$ cat config.mk
export PLATFORM = sky130hd
export DESIGN_NAME = rcb_reg_arb_flat
export DESIGN_NICKNAME = d
export VERILOG_FILES = /design/src/rtl/rcb_reg_arb_if.sv /design/src/rtl/rcb_reg_arb.sv /design/src/flat_wrapper.sv
export SDC_FILE = /design/constraint.sdc
export NUM_CORES = 1
export LEC_CHECK = 0
export CAP_MARGIN = 25
export CORE_ASPECT_RATIO = 0.6
export CORE_MARGIN = 2
export CORE_UTILIZATION = 46
export CTS_BUF_LIST = sky130_fd_sc_hd__clkbuf_16
export DETAILED_ROUTE_END_ITERATION = 10
export GPL_ROUTABILITY_DRIVEN = 0
export HOLD_SLACK_MARGIN = 0.06
export PLACE_DENSITY = 0.78
export SLEW_MARGIN = 20
export SYNTH_ARGS = -nofsm -noshare
export SYNTH_HDL_FRONTEND = slang
export SYNTH_SLANG_ARGS = --single-unit
$ cat constraint.sdc
create_clock -name clk_100m -period 1.7 [get_ports clk_100m]
set_input_delay 0.255 -clock clk_100m [delete_from_list [all_inputs] [get_ports clk_100m]]
set_output_delay 0.255 -clock clk_100m [all_outputs]
set_load 0.005 [all_outputs]
$ cat src/rtl/rcb_reg_arb_if.sv
// SPI-slave, local-master and register-bus signals of rcb_reg_arb.
// The arbiter connects through the master modport; the environment uses the slave modport.
interface rcb_reg_arb_if;
  // *_rdy and *_ack are one-cycle pulses that qualify the data beside them.
  // *_req are levels held stable until the matching ack pulse.
  logic [15:0] spi_addr;
  logic        spi_addr_rdy;
  logic        spi_rd;
  logic [31:0] spi_wdata;
  logic        spi_wdata_rdy;
  logic [31:0] spi_rdata;
  logic        loc_req;
  logic        loc_we;
  logic [15:0] loc_addr;
  logic [31:0] loc_wdata;
  logic        loc_ack;
  logic [31:0] loc_rdata;
  logic        bus_req;
  logic        bus_we;
  logic [15:0] bus_addr;
  logic [31:0] bus_wdata;
  logic        bus_ack;
  logic [31:0] bus_rdata;
  logic        arb_err;

  modport master (
    input  spi_addr, spi_addr_rdy, spi_rd, spi_wdata, spi_wdata_rdy,
    input  loc_req, loc_we, loc_addr, loc_wdata,
    input  bus_ack, bus_rdata,
    output spi_rdata, loc_ack, loc_rdata,
    output bus_req, bus_we, bus_addr, bus_wdata, arb_err
  );

  modport slave (
    output spi_addr, spi_addr_rdy, spi_rd, spi_wdata, spi_wdata_rdy,
    output loc_req, loc_we, loc_addr, loc_wdata,
    output bus_ack, bus_rdata,
    input  spi_rdata, loc_ack, loc_rdata,
    input  bus_req, bus_we, bus_addr, bus_wdata, arb_err
  );
endinterface

$ cat src/rtl/rcb_reg_arb.sv
// Register-bus arbiter between the SPI slave (read > write) and one local master.
// Optional grant timeout is built in when RCB_ARB_TIMEOUT_EN is defined.
module rcb_reg_arb #(
  parameter int unsigned TIMEOUT_CYC = 16,
  parameter logic [31:0] ERR_DATA    = 32'hDEAD_BEEF
) (
  input  logic          clk_100m,
  input  logic          rst_n_syn,
  rcb_reg_arb_if.master rif,
  output logic [1:0]    dbg_state
);

  typedef enum logic [1:0] {
    IDLE   = 2'd0,
    SPI_RD = 2'd1,
    SPI_WR = 2'd2,
    LOC    = 2'd3
  } state_t;

  if (TIMEOUT_CYC < 2 || TIMEOUT_CYC > 255) begin : g_bad_timeout
    $error("rcb_reg_arb: TIMEOUT_CYC must lie in 2..255");
  end

  state_t      state;
  logic        rd_pend;
  logic        wr_pend;
  logic [15:0] rd_addr_q;
  logic [15:0] wr_addr_q;
  logic [31:0] wr_data_q;

  logic rd_pulse;
  logic wa_pulse;
  logic wr_pulse;
  logic rd_take;
  logic wr_take;
  logic loc_take;
  logic rd_ovr;
  logic wr_ovr;
  logic timeout;

  assign rd_pulse = rif.spi_addr_rdy & rif.spi_rd;
  assign wa_pulse = rif.spi_addr_rdy & ~rif.spi_rd;
  assign wr_pulse = rif.spi_wdata_rdy;

  // A read pulse arriving in the IDLE decision cycle is served directly.
  assign rd_take  = (state == IDLE) & (rd_pend | rd_pulse);
  assign wr_take  = (state == IDLE) & ~rd_take & wr_pend;
  assign loc_take = (state == IDLE) & ~rd_take & ~wr_take & rif.loc_req & ~rif.loc_ack;

  // A write pulse landing as the old write is granted simply becomes the next pending write.
  assign rd_ovr = rd_pulse & rd_pend;
  assign wr_ovr = wr_pulse & wr_pend & ~wr_take;

`ifdef RCB_ARB_TIMEOUT_EN
  logic [7:0] to_cnt;

  assign timeout = (state != IDLE) & ~rif.bus_ack & (to_cnt == 8'(TIMEOUT_CYC - 1));

  always_ff @(posedge clk_100m or negedge rst_n_syn) begin
    if (!rst_n_syn) begin
      to_cnt <= 8'd0;
    end else if (state == IDLE || rif.bus_ack || timeout) begin
      to_cnt <= 8'd0;
    end else begin
      to_cnt <= to_cnt + 8'd1;
    end
  end
`else
  assign timeout = 1'b0;
`endif

  always_ff @(posedge clk_100m or negedge rst_n_syn) begin
    if (!rst_n_syn) begin
      rd_pend   <= 1'b0;
      wr_pend   <= 1'b0;
      rd_addr_q <= 16'h0;
      wr_addr_q <= 16'h0;
      wr_data_q <= 32'h0;
    end else begin
      if (rd_pulse) rd_addr_q <= rif.spi_addr;
      if (wa_pulse) wr_addr_q <= rif.spi_addr;
      if (wr_pulse) wr_data_q <= rif.spi_wdata;
      rd_pend <= (rd_pend | rd_pulse) & ~rd_take;
      wr_pend <= (wr_pend & ~wr_take) | wr_pulse;
    end
  end

  always_ff @(posedge clk_100m or negedge rst_n_syn) begin
    if (!rst_n_syn) begin
      state         <= IDLE;
      rif.bus_req   <= 1'b0;
      rif.bus_we    <= 1'b0;
      rif.bus_addr  <= 16'h0;
      rif.bus_wdata <= 32'h0;
      rif.spi_rdata <= 32'h0;
      rif.loc_rdata <= 32'h0;
      rif.loc_ack   <= 1'b0;
      rif.arb_err   <= 1'b0;
    end else begin
      rif.loc_ack <= 1'b0;
      rif.arb_err <= rd_ovr | wr_ovr | timeout;
      case (state)
        IDLE: begin
          if (rd_take) begin
            state         <= SPI_RD;
            rif.bus_req   <= 1'b1;
            rif.bus_we    <= 1'b0;
            rif.bus_addr  <= rd_pulse ? rif.spi_addr : rd_addr_q;
            rif.bus_wdata <= 32'h0;
          end else if (wr_take) begin
            state         <= SPI_WR;
            rif.bus_req   <= 1'b1;
            rif.bus_we    <= 1'b1;
            rif.bus_addr  <= wr_addr_q;
            rif.bus_wdata <= wr_data_q;
          end else if (loc_take) begin
            state         <= LOC;
            rif.bus_req   <= 1'b1;
            rif.bus_we    <= rif.loc_we;
            rif.bus_addr  <= rif.loc_addr;
            rif.bus_wdata <= rif.loc_we ? rif.loc_wdata : 32'h0;
          end
        end
        default: begin
          // Completion or abort returns to IDLE, which guarantees one idle cycle between grants.
          if (rif.bus_ack || timeout) begin
            state         <= IDLE;
            rif.bus_req   <= 1'b0;
            rif.bus_we    <= 1'b0;
            rif.bus_addr  <= 16'h0;
            rif.bus_wdata <= 32'h0;
            if (state == SPI_RD) begin
              rif.spi_rdata <= rif.bus_ack ? rif.bus_rdata : ERR_DATA;
            end
            if (state == LOC) begin
              rif.loc_ack <= 1'b1;
              if (!rif.bus_ack) begin
                rif.loc_rdata <= ERR_DATA;
              end else if (!rif.bus_we) begin
                rif.loc_rdata <= rif.bus_rdata;
              end
            end
          end
        end
      endcase
    end
  end

  assign dbg_state = state;

endmodule

$ cat src/flat_wrapper.sv
// flat-port wrapper written by rule: the top's interface ports become plain ports
module rcb_reg_arb_flat 
#(
  parameter int unsigned TIMEOUT_CYC = 16,
  parameter logic [31:0] ERR_DATA    = 32'hDEAD_BEEF
)
  (clk_100m, rst_n_syn, dbg_state, rif_spi_addr, rif_spi_addr_rdy, rif_spi_rd, rif_spi_wdata, rif_spi_wdata_rdy, rif_loc_req, rif_loc_we, rif_loc_addr, rif_loc_wdata, rif_bus_ack, rif_bus_rdata, rif_spi_rdata, rif_loc_ack, rif_loc_rdata, rif_bus_req, rif_bus_we, rif_bus_addr, rif_bus_wdata, rif_arb_err);
  rcb_reg_arb_if rif_i ();
  input  logic clk_100m;
  input  logic rst_n_syn;
  output logic [1:0] dbg_state;
  input wire logic [$bits(rif_i.spi_addr)-1:0] rif_spi_addr;
  input wire logic [$bits(rif_i.spi_addr_rdy)-1:0] rif_spi_addr_rdy;
  input wire logic [$bits(rif_i.spi_rd)-1:0] rif_spi_rd;
  input wire logic [$bits(rif_i.spi_wdata)-1:0] rif_spi_wdata;
  input wire logic [$bits(rif_i.spi_wdata_rdy)-1:0] rif_spi_wdata_rdy;
  input wire logic [$bits(rif_i.loc_req)-1:0] rif_loc_req;
  input wire logic [$bits(rif_i.loc_we)-1:0] rif_loc_we;
  input wire logic [$bits(rif_i.loc_addr)-1:0] rif_loc_addr;
  input wire logic [$bits(rif_i.loc_wdata)-1:0] rif_loc_wdata;
  input wire logic [$bits(rif_i.bus_ack)-1:0] rif_bus_ack;
  input wire logic [$bits(rif_i.bus_rdata)-1:0] rif_bus_rdata;
  output wire logic [$bits(rif_i.spi_rdata)-1:0] rif_spi_rdata;
  output wire logic [$bits(rif_i.loc_ack)-1:0] rif_loc_ack;
  output wire logic [$bits(rif_i.loc_rdata)-1:0] rif_loc_rdata;
  output wire logic [$bits(rif_i.bus_req)-1:0] rif_bus_req;
  output wire logic [$bits(rif_i.bus_we)-1:0] rif_bus_we;
  output wire logic [$bits(rif_i.bus_addr)-1:0] rif_bus_addr;
  output wire logic [$bits(rif_i.bus_wdata)-1:0] rif_bus_wdata;
  output wire logic [$bits(rif_i.arb_err)-1:0] rif_arb_err;
  assign rif_i.spi_addr = rif_spi_addr;
  assign rif_i.spi_addr_rdy = rif_spi_addr_rdy;
  assign rif_i.spi_rd = rif_spi_rd;
  assign rif_i.spi_wdata = rif_spi_wdata;
  assign rif_i.spi_wdata_rdy = rif_spi_wdata_rdy;
  assign rif_i.loc_req = rif_loc_req;
  assign rif_i.loc_we = rif_loc_we;
  assign rif_i.loc_addr = rif_loc_addr;
  assign rif_i.loc_wdata = rif_loc_wdata;
  assign rif_i.bus_ack = rif_bus_ack;
  assign rif_i.bus_rdata = rif_bus_rdata;
  assign rif_spi_rdata = rif_i.spi_rdata;
  assign rif_loc_ack = rif_i.loc_ack;
  assign rif_loc_rdata = rif_i.loc_rdata;
  assign rif_bus_req = rif_i.bus_req;
  assign rif_bus_we = rif_i.bus_we;
  assign rif_bus_addr = rif_i.bus_addr;
  assign rif_bus_wdata = rif_i.bus_wdata;
  assign rif_arb_err = rif_i.arb_err;
  rcb_reg_arb #(.TIMEOUT_CYC(TIMEOUT_CYC), .ERR_DATA(ERR_DATA)) u_core (.clk_100m(clk_100m), .rst_n_syn(rst_n_syn), .rif(rif_i), .dbg_state(dbg_state));
endmodule
# == Word-level counts from Yosys, hierarchy flattened ==
# Index checks and enable logic that the tools add are counted.
# totals
ff_bits,184
input_bits,136
output_inout_bits,118
wordCells,73
# op_classes
n_eq_ne,3
n_mux,29
n_bitwise,22
reduce_logical,5
# op_table
op,n
two-way mux 32 bit,6
two-way mux 16 bit,6
AND 1 bit,13
two-way mux 1 bit,12
two-way mux 2 bit,5
NOT 1 bit,6
"!= test 4 x 1 -> 1 bit, second input constant",1
AND reduction 4 bit,1
bitwise OR 1 bit,3
AND reduction 3 bit,1
"equality test 2 x 1 -> 1 bit, second input constant",1
"equality test 2 bit, second input constant",1
zero test 2 bit,1
AND reduction 2 bit,1
nonzero test 2 bit,1

# == Longest topological paths before layout ==
# logic_depth
depth_word,14
ltp_mapped,7
depth_no_buf,4

# == Least setup slack after synthesis ==
# Ideal clock, no wire load.
# synth_timing
kind,reg-to-reg
startpoint,"register u_core.state[1], in the netlist u_core.dbg_state[1]"
endpoint,register u_core.rif.loc_rdata[10]
t_arrival_ns,1.321
path_slack_ns,0.251
path_stages_with_launch,6
path_buffers,2
period_less_slack_ns,1.449
path_cell_list,dfrtp_1 -> and3_1 -> nand2b_1 -> clkbuf_1 -> buf_4 -> mux2_1
# synth_via
elab_chain_cells,3
elab_cells_between_ends,4
# synth_rtl
element,line,source
start: declaration,rcb_reg_arb.sv:24,state_t state;
start signal: assignment,rcb_reg_arb.sv:90,state <= IDLE;
start signal: assignment,rcb_reg_arb.sv:105,state <= SPI_RD;
start signal: assignment,rcb_reg_arb.sv:111,state <= SPI_WR;
zero test 2 bit,rcb_reg_arb.sv:102,case (state)
NOT 1 bit (no source line),--,
AND reduction 4 bit (no source line) (*),--,
end signal: assignment,rcb_reg_arb.sv:140,rif.loc_rdata <= rif.bus_rdata;
end: declaration,rcb_reg_arb_if.sv:30,"output spi_rdata, loc_ack, loc_rdata,"
# Every way passes the cells marked *; elsewhere a longest branch is shown, timed or not.
# A chain may end at the register's enable or synchronous reset.

# == Worst setup path in the final report ==
# layout_timing
startpoint,"register u_core.state[0], in the netlist u_core.dbg_state[0]"
endpoint,output dbg_state[0]
# layout_rtl
element,line,source
end: declaration,flat_wrapper.sv:11,output logic [1:0] dbg_state;
# No word-level cell between the ends.

==> flow_summary.yaml <==
status:
  status: "complete, no violations"
critical_path:
  cp_top_family: "buffers and inverters"
  crit_chain: "clkdlybuf4s50_1"
  required_ps: 1440
  slowest_delay_ps: 570
  crit_fanout: 5
  arrival_ps: 1380
  critPathSlowestCell: "clkdlybuf4s50_1"
  crit_buf_inv: 1
  end_kind: "output pin"
  startpoint_type: "flip-flop"
  path_class: "flip-flop to output pin"
detailed_routing:
  remaining_drc_errors: 0
  num_vias: 5714
  ant_nets: 0
  drt-total-wl_um: 21000
  via_per_inst: 5.48
  drtIter0Drc: 472
  first_pass_iters: 5
  wire_per_inst_um: 20.1
logic_synthesis:
  ys.flop_type: "dfrtp_1"
  synth_edf_count: 0
  ys_types: 29
  yosysMostFrequentCell: "dfrtp_1"
  ys_warn_count: 0
  avgSynthCellArea_sq_um: 13.4
  yosysSeqAreaShare: 0.610
  synthesis.area_sq_mm: 0.00754
  synthTopCellsByArea: "dfrtp_1 61%, mux2_2 12%, mux2_1 4.5%"
  synthArstFlopShare: 1.00
  yosysTopAreaCellShare: 0.610
  synth-seq-cells: 184
  yosys-top-cells-count: "184 x dfrtp_1, 82 x mux2_2, 68 x nand2_1"
  synth_fp_nets: 697
  synthCells: 561
  yosys.area.top_type: "dfrtp_1"
timing:
  holdWs_ps: 290
  rsz0062_at_grt: "no"
  maxSlewViolCount: 0
  period_minus_slack_ps: 1630
  worst_pin_slew_ps: 667
  setup_tns_ps: 0
  fin_worst_skew_ps: 12.6
  fmaxAchievable_mhz: 613
  fin_crit_sh: 0.960
  relSlewSlack: 0.555
  setup_violations: 0
  timing.final.hold_violations: 0
grt:
  grt_pass1_wl_um: 31800
  antenna_found_initial: 0
  grt-ovfl-total: 0
  grt_pass1_vias: 5855
  grt_usage: 0.237
  grt_max_degree: 46
placed_design:
  dpl.hpwl_um: 15100
  io_buffers: 253
  place_inst: 1009
power:
  p_seq_frac: 0.388
  peakVddDrop_v: 0.000829
  switching_power_w: 0.00550
  p_leak_nw: 4.78
  cellPowerDensity_mw_per_mm2: 1590
  p_int_w: 0.0121
  power_w: 0.0176
  swShare: 0.312
  p_comb_frac: 0.398
  clkPwrFrac: 0.214
finish:
  final_nets: 956
  diodes: 0
  fin_cells: 1042
  area_growth_pct: 47.1
  drive_gt1_frac: 0.182
  n_fill_cell: 1106
floorplanning:
  start_util: 0.468
  io_pins: 254
  fp.dieW_um: 169
  die-area_sq_mm: 0.0175
  num_rows: 36
  die_y_um: 103
  core_area_sq_mm: 0.0161
cts:
  worst_skew_pair.late_latency_ps: 420
  cts_max_level: 4
  root_buffer: "clkbuf_16"
  clk_path_buf_depth: 2
  cts_tree: "built"
  clock-sinks: 184
  numCtsBuffers: 17
  path_clk_slew_ps: 70
min_path:
  hold_path.class: "primary input to flip-flop"
run:
  cap_viol_max_count: 0
## path summary, 6_finish.rpt
kind / cells after the start / start / slack, ps / end
max in group asynchronous: 3 / rst_n_syn / 750 / u_core.wr_data_q[2]
max reg2reg: 5 / u_core.rd_pend / 190 / u_core.rif.bus_wdata[30]
max: 1 / u_core.dbg_state[0] / 70 / dbg_state[0]
min in group asynchronous: 2 / rst_n_syn / 330 / u_core.wr_data_q[19]
min: 2 / rif_spi_wdata_rdy / 290 / u_core.wr_pend
min reg2reg: 2 / u_core.rd_addr_q[11] / 490 / u_core.rd_addr_q[11]
## cells by family after synthesis
group	Yosys count	synth area share
and+or+nand+nor	96	0.0564
buffers and inverters	44	0.0292
muxes	129	0.190
DFF	184	0.610
AOI/OAI and AO/OA	108	0.114
## layer usage
layer / track usage / up-vias / wire (um)
li1: - / 2572 / -
met1: 0.331 / 2855 / 9400
met2: 0.356 / 258 / 9640
met3: 0.0700 / 29 / 1520
met4: 0.0874 / 0 / 401
met5: 0 / - / 0
## per-stage QoR
step | setup WS (ps) | instance area (sq um) | util
3_3_place_gp | -126 | 10500 | 0.652
3_5_place_dp | -193 | 10500 | 0.652
6_report | 68.0 | 11100 | 0.688
5_1_grt | 11.7 | 11100 | 0.688
4_1_cts | 1.29 | 11100 | 0.688
2_1_floorplan | 251 | 7540 | -
## final cells by class
class	instances	area (sq um)	share of cell area
clock buffer	17	425	0.0383
sequential	184	4610	0.415
multi-input combinational	333	2730	0.246
inverter	3	11.3	0.00101
clock inverter	15	140	0.0126
timing repair buffer	281	2920	0.263
tap	209	262	0.0236
## power by group through the flow
| stage | combinational, W | sequential [W] | clock (W) |
|---|---|---|---|
| after global routing | 0.00748 | 0.00703 | 0.00407 |
| final | 0.00702 | 0.00684 | 0.00376 |
| after global placement | 0.00685 | 0.00681 | 0 |
| after CTS | 0.00706 | 0.00684 | 0.00387 |
| after floorplan | 0.00277 | 0.00681 | 0 |
| after detailed placement | 0.00702 | 0.00690 | 0 |
## state kept, by name, summed over array words and instances, names as in the netlist, 2 cells and up
name / count
u_core.rif.bus_addr: 16
u_core.wr_data_q: 32
u_core.dbg_state: 2
u_core.rif.loc_rdata: 32
u_core.wr_addr_q: 16
u_core.rif.spi_rdata: 32
u_core.rd_addr_q: 16
u_core.rif.bus_wdata: 32
## layout by cell type, fill, tap and decap left out, types with 3 or more instances in the layout
| cell type | count |
|---|---|
| inv_8 | 3 |
| buf_4 | 13 |
| inv_6 | 3 |
| clkdlybuf4s50_1 | 251 |
| a32o_1 | 16 |
| mux2_2 | 82 |
| mux2i_1 | 16 |
| a21oi_1 | 3 |
| inv_1 | 3 |
| buf_12 | 14 |
| mux2_1 | 30 |
| clkbuf_16 | 17 |
| nand2_1 | 68 |
| o21ai_0 | 19 |
| dfrtp_1 | 182 |
| clkinv_2 | 3 |
| o2bb2ai_1 | 33 |
| a22oi_1 | 32 |
| nor2b_1 | 18 |
## what timing repair did
item	CTS	global route
resized for setup	0	1
hold endpoints to repair	36	0
hold buffers	1	0
buffers inserted	0	0
endpoints found under the setup margin	0	1
Note: power is estimated with default switching activity, not from simulation.
